**src/rtl/up_down_counter_pkg.sv**
```systemverilog
// Shared constants for the parameterised up/down counter: mode encodings
// and default geometry.
package up_down_counter_pkg;

    typedef enum logic [1:0] {
        MODE_SATURATE = 2'd0,
        MODE_WRAP     = 2'd1,
        MODE_BOUNCE   = 2'd2,
        MODE_HOLD     = 2'd3
    } mode_e;

    localparam int DEFAULT_WIDTH = 5;
    localparam int DEFAULT_STEP  = 1;

endpackage

```
**src/rtl/counter_next_calc.sv**
```systemverilog
// Combinational next-state logic for the up/down counter: priority
// resolution, bound clamping and per-mode step arithmetic in WIDTH+1 bits.
module counter_next_calc
    import up_down_counter_pkg::*;
#(
    parameter int WIDTH = DEFAULT_WIDTH,
    parameter int STEP  = DEFAULT_STEP
) (
    input  logic [WIDTH-1:0] counter,
    input  logic             dir,
    input  logic             load,
    input  logic [WIDTH-1:0] in_val,
    input  logic             en,
    input  logic             up,
    input  logic             down,
    input  logic [1:0]       mode,
    input  logic [WIDTH-1:0] min,
    input  logic [WIDTH-1:0] max,
    output logic [WIDTH-1:0] counter_next,
    output logic             dir_next,
    output logic             event_next,
    output logic             bound_err
);

    localparam logic [WIDTH:0] STEP_EXT = (WIDTH+1)'(STEP);

    logic [WIDTH:0] sum_s;
    logic [WIDTH:0] diff_s;
    logic           over_s;
    logic           under_s;
    logic           out_of_range_s;
    logic           up_only_s;
    logic           down_only_s;
    mode_e          mode_s;

    function automatic logic [WIDTH-1:0] clamp_val(
        input logic [WIDTH-1:0] v,
        input logic [WIDTH-1:0] lo,
        input logic [WIDTH-1:0] hi
    );
        if (v < lo) begin
            return lo;
        end else if (v > hi) begin
            return hi;
        end else begin
            return v;
        end
    endfunction

    assign mode_s         = mode_e'(mode);
    assign bound_err      = (min > max);
    assign sum_s          = {1'b0, counter} + STEP_EXT;
    assign diff_s         = {1'b0, counter} - STEP_EXT;
    assign over_s         = (sum_s > {1'b0, max});
    // A borrow out of the subtraction counts as crossing Min.
    assign under_s        = diff_s[WIDTH] || (diff_s < {1'b0, min});
    assign out_of_range_s = (counter < min) || (counter > max);
    assign up_only_s      = up && !down;
    assign down_only_s    = down && !up;

    // Next counter, direction and event pulse in priority order.
    always_comb begin
        counter_next = counter;
        dir_next     = dir;
        event_next   = 1'b0;
        if (bound_err) begin
            counter_next = counter;
        end else if (load) begin
            counter_next = clamp_val(in_val, min, max);
            dir_next     = 1'b1;
        end else if (en && (mode_s != MODE_HOLD)) begin
            if (out_of_range_s) begin
                counter_next = clamp_val(counter, min, max);
                event_next   = 1'b1;
            end else begin
                case (mode_s)
                    MODE_SATURATE: begin
                        if (up_only_s) begin
                            counter_next = over_s ? max : sum_s[WIDTH-1:0];
                            event_next   = over_s;
                        end else if (down_only_s) begin
                            counter_next = under_s ? min : diff_s[WIDTH-1:0];
                            event_next   = under_s;
                        end else begin
                            counter_next = counter;
                        end
                    end
                    MODE_WRAP: begin
                        if (up_only_s) begin
                            counter_next = over_s ? min : sum_s[WIDTH-1:0];
                            event_next   = over_s;
                        end else if (down_only_s) begin
                            counter_next = under_s ? max : diff_s[WIDTH-1:0];
                            event_next   = under_s;
                        end else begin
                            counter_next = counter;
                        end
                    end
                    MODE_BOUNCE: begin
                        // Sitting on the bound we are heading into reverses in place.
                        if (dir) begin
                            if ((counter == max) || over_s) begin
                                counter_next = max;
                                dir_next     = 1'b0;
                                event_next   = 1'b1;
                            end else begin
                                counter_next = sum_s[WIDTH-1:0];
                            end
                        end else begin
                            if ((counter == min) || under_s) begin
                                counter_next = min;
                                dir_next     = 1'b1;
                                event_next   = 1'b1;
                            end else begin
                                counter_next = diff_s[WIDTH-1:0];
                            end
                        end
                    end
                    default: begin
                        counter_next = counter;
                    end
                endcase
            end
        end else begin
            counter_next = counter;
        end
    end

endmodule

```
**src/rtl/param_up_down_counter.sv**
```systemverilog
// Parameterised bounded up/down counter with saturate, wrap, bounce and
// hold modes; all state registers live here, arithmetic in counter_next_calc.
module param_up_down_counter
    import up_down_counter_pkg::*;
#(
    parameter int WIDTH = DEFAULT_WIDTH,
    parameter int STEP  = DEFAULT_STEP
) (
    input  logic             clk,
    input  logic             rst_n,
    input  logic             Load,
    input  logic [WIDTH-1:0] IN,
    input  logic             En,
    input  logic             Up,
    input  logic             Down,
    input  logic [1:0]       Mode,
    input  logic [WIDTH-1:0] Min,
    input  logic [WIDTH-1:0] Max,
    output logic [WIDTH-1:0] Counter,
    output logic             High,
    output logic             Low,
    output logic             Dir,
    output logic             Event,
    output logic             Err
);

    logic [WIDTH-1:0] counter_r;
    logic [WIDTH-1:0] counter_next_s;
    logic             dir_r;
    logic             dir_next_s;
    logic             event_r;
    logic             event_next_s;
    logic             err_r;
    logic             bound_err_s;

    counter_next_calc #(
        .WIDTH (WIDTH),
        .STEP  (STEP)
    ) u_next (
        .counter      (counter_r),
        .dir          (dir_r),
        .load         (Load),
        .in_val       (IN),
        .en           (En),
        .up           (Up),
        .down         (Down),
        .mode         (Mode),
        .min          (Min),
        .max          (Max),
        .counter_next (counter_next_s),
        .dir_next     (dir_next_s),
        .event_next   (event_next_s),
        .bound_err    (bound_err_s)
    );

    // State registers; reset is asynchronous and assumed externally synchronised on release.
    always_ff @(posedge clk or negedge rst_n) begin
        if (!rst_n) begin
            counter_r <= '0;
            dir_r     <= 1'b1;
            event_r   <= 1'b0;
            err_r     <= 1'b0;
        end else begin
            counter_r <= counter_next_s;
            dir_r     <= dir_next_s;
            event_r   <= event_next_s;
            err_r     <= bound_err_s;
        end
    end

    assign Counter = counter_r;
    assign Dir     = dir_r;
    assign Event   = event_r;
    assign Err     = err_r;
    assign High    = (counter_r == Max);
    assign Low     = (counter_r == Min);

endmodule

```
**config.mk**
```make
export PLATFORM = sky130hd
export DESIGN_NAME = param_up_down_counter
export DESIGN_NICKNAME = d
export VERILOG_FILES = /design/src/rtl/up_down_counter_pkg.sv /design/src/rtl/counter_next_calc.sv /design/src/rtl/param_up_down_counter.sv
export SDC_FILE = /design/constraint.sdc
export NUM_CORES = 1
export LEC_CHECK = 0
export BUFFER_PORTS_ARGS = -buffer_cell sky130_fd_sc_hd__buf_2
export CELL_PAD_IN_SITES_DETAIL_PLACEMENT = 0
export CELL_PAD_IN_SITES_GLOBAL_PLACEMENT = 1
export CORE_MARGIN = 5
export CORE_UTILIZATION = 46
export DETAILED_ROUTE_END_ITERATION = 10
export GPL_TIMING_DRIVEN = 1
export PLACE_DENSITY_LB_ADDON = 0.1
export SKIP_LAST_GASP = 1
export SLEW_MARGIN = 15
export SYNTH_ARGS = -nofsm -noshare
export SYNTH_HDL_FRONTEND = slang
export SYNTH_SLANG_ARGS = --single-unit
export TNS_END_PERCENT = 1
```
**constraint.sdc**
```tcl
create_clock -name clk -period 4.24 [get_ports clk]
set_input_delay 0.212 -clock clk [delete_from_list [all_inputs] [get_ports clk]]
set_output_delay 0.212 -clock clk [all_outputs]
set_load 0.02 [all_outputs]
```
* Yosys cells after proc, flatten, opt, wreduce, memory -nomap -nowiden *
Cells that the tools add are included.

word-level totals
  input bits = 23
  bits in registers = 8

cells by class
  equal/unequal tests = 9
  $lt $le $gt $ge = 7
  add/subtract/negate cells = 2
  reductions and logical operators = 16
  bitwise logic cells = 1
  multiplexer cells = 35

operator list
  kind                   count
  $mux W5                18
  $gt A5 B5 Y1           3
  $mux W1                15
  $pmux W5 S3            1
  $eq A5 B5 Y1           2
  $lt A5 B5 Y1           2
  $ne A5 B2 Y1 const B   2
  $add A5 B1 Y6 const B  1
  $gt A6 B5 Y1           1
  $lt A6 B5 Y1           1
  $reduce_and A6 Y1      1
  $sub A5 B1 Y6 const B  1
  $reduce_bool A5 Y1     1
  $logic_or A1 B1 Y1     4
  $ne A2 B2 Y1 const B   2
  $ne A4 B4 Y1 const B   1
  $reduce_and A4 Y1      1
  $reduce_bool A2 Y1     2
  $logic_and A1 B1 Y1    3
  $eq A2 B1 Y1 const B   1
  $eq A2 B2 Y1 const B   1
  $logic_not A1 Y1       2
  $logic_not A2 Y1       1
  $pmux W1 S2            1
  other kinds (2)        2

* Longest topological paths before layout *
  word-level depth = 11
  depth in mapped cells = 15

* Hierarchy *
A second synthesis with hierarchy kept.

unflattened totals
  cell total of the unflattened synthesis = 300
  area, all modules = 2,317.2 um^2

by module, submodules not included
  module                 area an instance (um^2)  times used  sequential area each (um^2)  cells an instance
  counter_next_calc      1,998.2                  1           0.0                          278
  param_up_down_counter  319.1                    1           201.4                        22

* Worst setup path before layout *
Ideal clock, no wire load.

  kind = register to register
  start point = register counter_r[0] (netlist: Counter[0])
  end point = register counter_r[2] (netlist: Counter[2])
  period minus slack after synthesis = 3.056 ns
  arrival time = 2.917 ns
  library setup time = 0.139 ns
  buffers on the path = 0
  required time = 4.101 ns
  stages on the path, launching flop included = 15
  slack = 1.184 ns
  path through = dfrtp_1 > inv_1 > ha_1 > nand2_1 > xor2_1 > inv_1 > ha_1 > nor2_1 > a21o_1 > a21oi_4 > and2b_1 > nor2_1 > or4_4 > a221oi_2 > o31ai_1

on the way
  longest elaborated chain between the ends = 10

RTL lines
  element                                line                                                                        source
  start, declared                        param_up_down_counter.sv:27                                                 logic [WIDTH-1:0] counter_r;
  start signal, assigned                 param_up_down_counter.sv:64                                                 counter_r <= counter_next_s;
  $sub A5 B1 Y6                          counter_next_calc.sv:53                                                     assign diff_s = {1'b0, counter} - STEP_EXT;
  $lt A6 B5 Y1                           counter_next_calc.sv:56                                                     assign under_s = diff_s[WIDTH] || (diff_s < {1'b0, min});
  $logic_or A1 B1 Y1                     counter_next_calc.sv:56
  $mux W5, or another cell as far along  counter_next_calc.sv:93                                                     counter_next = under_s ? max : diff_s[WIDTH-1:0];
  $mux W5, on equally long branches      counter_next_calc.sv:92, counter_next_calc.sv:110, counter_next_calc.sv:81
  $mux W5, on equally long branches      counter_next_calc.sv:89, counter_next_calc.sv:101, counter_next_calc.sv:78
  $pmux W5 S3                            counter_next_calc.sv:76                                                     case (mode_s)
  $mux W5                                counter_next_calc.sv:72                                                     if (out_of_range_s) begin
  $mux W5                                counter_next_calc.sv:71                                                     end else if (en && (mode_s != MODE_HOLD)) begin
  $mux W5                                counter_next_calc.sv:68                                                     end else if (load) begin

Several ways; a longest one is shown, not always the timed one. The select of a mux whose other input is x is not followed.
A chain may end at the register's enable or synchronous reset.

* Final worst setup path *
Same ends and word-level chain as after synthesis.

==> impl_metrics.json <==
{
  "status": "complete, no violations",
  "cts_root_buf": "clkbuf_8",
  "cts_tree": "yes",
  "die_x_um": 79.6,
  "hpwlAfterDp_um": 5990,
  "ys.flop_type": "dfrtp_1",
  "vdd_ir_drop_max_uv": 250,
  "clkTransAtPathRegs_ns": 0.04,
  "wl_met1_um": 3420,
  "numCtsBuffers": 3,
  "relSlewSlack_pct": 57.3,
  "final.setup.tns_ns": 0,
  "routedWlPerCell_um": 18.6,
  "antenna_found_initial": 0,
  "wirelength_um": 7550,
  "syn_to_final_growth_pct": 11.9,
  "grt_pass1_wl_um": 12300,
  "grt_overflow_total": 0,
  "top_layer_used": "met4",
  "regArea_um2": 201,
  "p_per_area_mw_per_mm2": 660,
  "critPathArrivalTime_ns": 3.79,
  "multi_input_area_mm2": 0.00189,
  "die_y_um": 79.6,
  "syn_inst": 309,
  "grt_max_degree": 20,
  "setup_viol": 0,
  "synthArstFlopShare_pct": 100,
  "diodes": 0,
  "pre_cts_slack_ns": 0.607,
  "synth_edf_count": 0,
  "cap_violations": 0,
  "track_usage_pct": 24.6,
  "mostFrequentLayoutCells": "42 x ha_1, 40 x a21oi_1, 32 x buf_2",
  "drt_first_pass_iters": 4,
  "fmax_mhz": 270,
  "drt_iter0_drc": 197,
  "cp.required_ns": 4.32,
  "cts_setup_buffers": 0,
  "leakagePower_nw": 1.18,
  "rsz0062_at_grt": "false",
  "hold_viol": 0,
  "via_count": 2492,
  "ys_ff_latch": 8,
  "clock_path_buffers": 2,
  "syn_avg_cell_area_um2": 7.21,
  "stdcell_count": 405,
  "drcViolationCount": 0,
  "initial_core_util_pct": 47.2,
  "fin_area_mm2": 0.00249,
  "critical_path.startpoint_type": "register",
  "dieArea_mm2": 0.00633,
  "yosys_warnings": 0,
  "vias_per_cell": 6.15,
  "path_class": "reg2reg",
  "setup_slack_ns": 0.530,
  "yosysSeqAreaShare_pct": 9.04,
  "tightest_slew_ns": 0.636,
  "h-tree-depth": 1,
  "drive_gt1_share_pct": 14.5,
  "core_area_mm2": 0.00472,
  "skew_ns": 0.00425,
  "gp_congestion": 1.01,
  "hold_class": "in2reg",
  "critPathMaxFanout": 19,
  "port_buffers": 32,
  "dpl.cell_count": 400,
  "cts.sinks": 8,
  "nets": 404,
  "met2WireLength_um": 3420,
  "dpl_cell_area_mm2": 0.00244,
  "hold_buffers": 1,
  "fin_crit_sh_pct": 87.5,
  "netlist_area_mm2": 0.00223,
  "row_count": 25,
  "maxSlewViolCount": 0,
  "grt_pass1_vias": 2340,
  "cts_resized": 0,
  "ant_nets": 0,
  "num-fill-cells": 492,
  "final_common_cell": "ha_1",
  "clk_latency_ns": 0.23,
  "cp-end-kind": "register",
  "ios": 33,
  "min_period_ns": 3.71,
  "synth.distinct_cells": 60,
  "syn_nets": 374,
  "dr_wl_met3_um": 463,
  "finalPower_mw": 1.64
}
[where the power goes]
group          switching [mW]  leakage (nW)  internal (mW)  total [mW]
Clock                  0.0320        0.0228         0.0653      0.0973
Sequential             0.0891        0.0941          0.104       0.193
Combinational           0.849          1.06          0.505        1.35
Total                   0.970          1.18          0.674        1.64
[cells by family after synthesis]
kind of cell | count (synthesis) | share of synthesized area, %
compound gates | 111 | 31.9
fa+ha+maj | 42 | 23.6
flops | 8 | 9.05
xor+xnor | 6 | 2.36
mux | 10 | 4.61
buf+inv | 34 | 6.12
simple gates | 98 | 22.4
[path summary, 6_finish.rpt]
| check | startpoint | end | slack, ns | depth (start not counted) |
|---|---|---|---|---|
| worst max-delay path | Counter[0] | Counter[2] | 0.53 | 14 |
| worst min-delay path | En | Event | 0.30 | 3 |
| worst max register to register | Counter[0] | Counter[2] | 0.53 | 14 |
| worst min register to register | Dir | Dir | 0.60 | 2 |
| max in group asynchronous | rst_n | Dir | 3.63 | 2 |
| min in group asynchronous | rst_n | Counter[0] | 0.36 | 2 |
[stage by stage]
step           utilization [%]  hold slack (ns)
2_1_floorplan                -          -0.0836
3_3_place_gp              51.6           0.0736
3_5_place_dp              51.6           0.0746
4_1_cts                   52.7            0.310
5_1_grt                   52.7            0.323
6_report                  52.7            0.301
[per-layer routing]
metal,vias up,track usage [%]
met5,-,0
li1,1207,-
met4,0,7.39
met2,117,40.0
met3,23,2.48
met1,1145,34.2
[synthesized netlist by cell type (4+ instances only)]
cell type   n  area [um^2]
ha_1       42          526
a21oi_1    40          200
nor2_1     31          116
inv_1      24         90.1
o21ai_0    24          120
nand2_1    18         67.6
nand3_1     9         45.0
mux2i_1     8         80.1
and3_1      7         43.8
dfrtp_1     7          175
nor2b_1     7         43.8
clkbuf_1    6         22.5
a31oi_1     5         31.3
nand4_1     5         31.3
xor2_1      5         43.8
nand2b_1    4         25.0
o211ai_1    4         30.0
o22ai_1     4         25.0
[registers in the layout (all words and copies together) (netlist names)]
register	flops
Event	1
Err	1
Dir	1
Counter	5
[critical path: stages (launching register included)]
cell      delay, ns
dfrtp_1        0.61
inv_1          0.23
ha_1           0.29
nand2_1        0.08
xor2_1         0.29
inv_1          0.08
ha_1           0.28
nor2_1         0.05
a21o_1         0.18
a21oi_4        0.38
and2b_1        0.21
nor2_1         0.06
or4_4          0.48
a221oi_2       0.23
o31ai_1        0.11
[layout make-up]
cell class | count | share of cell area, %
inverter | 25 | 3.77
sequential | 8 | 8.09
multi-input combinational | 267 | 75.8
clock buffer | 4 | 1.81
tap | 67 | 3.37
timing repair buffer | 34 | 7.13
Note: power is estimated with default switching activity, not from simulation.
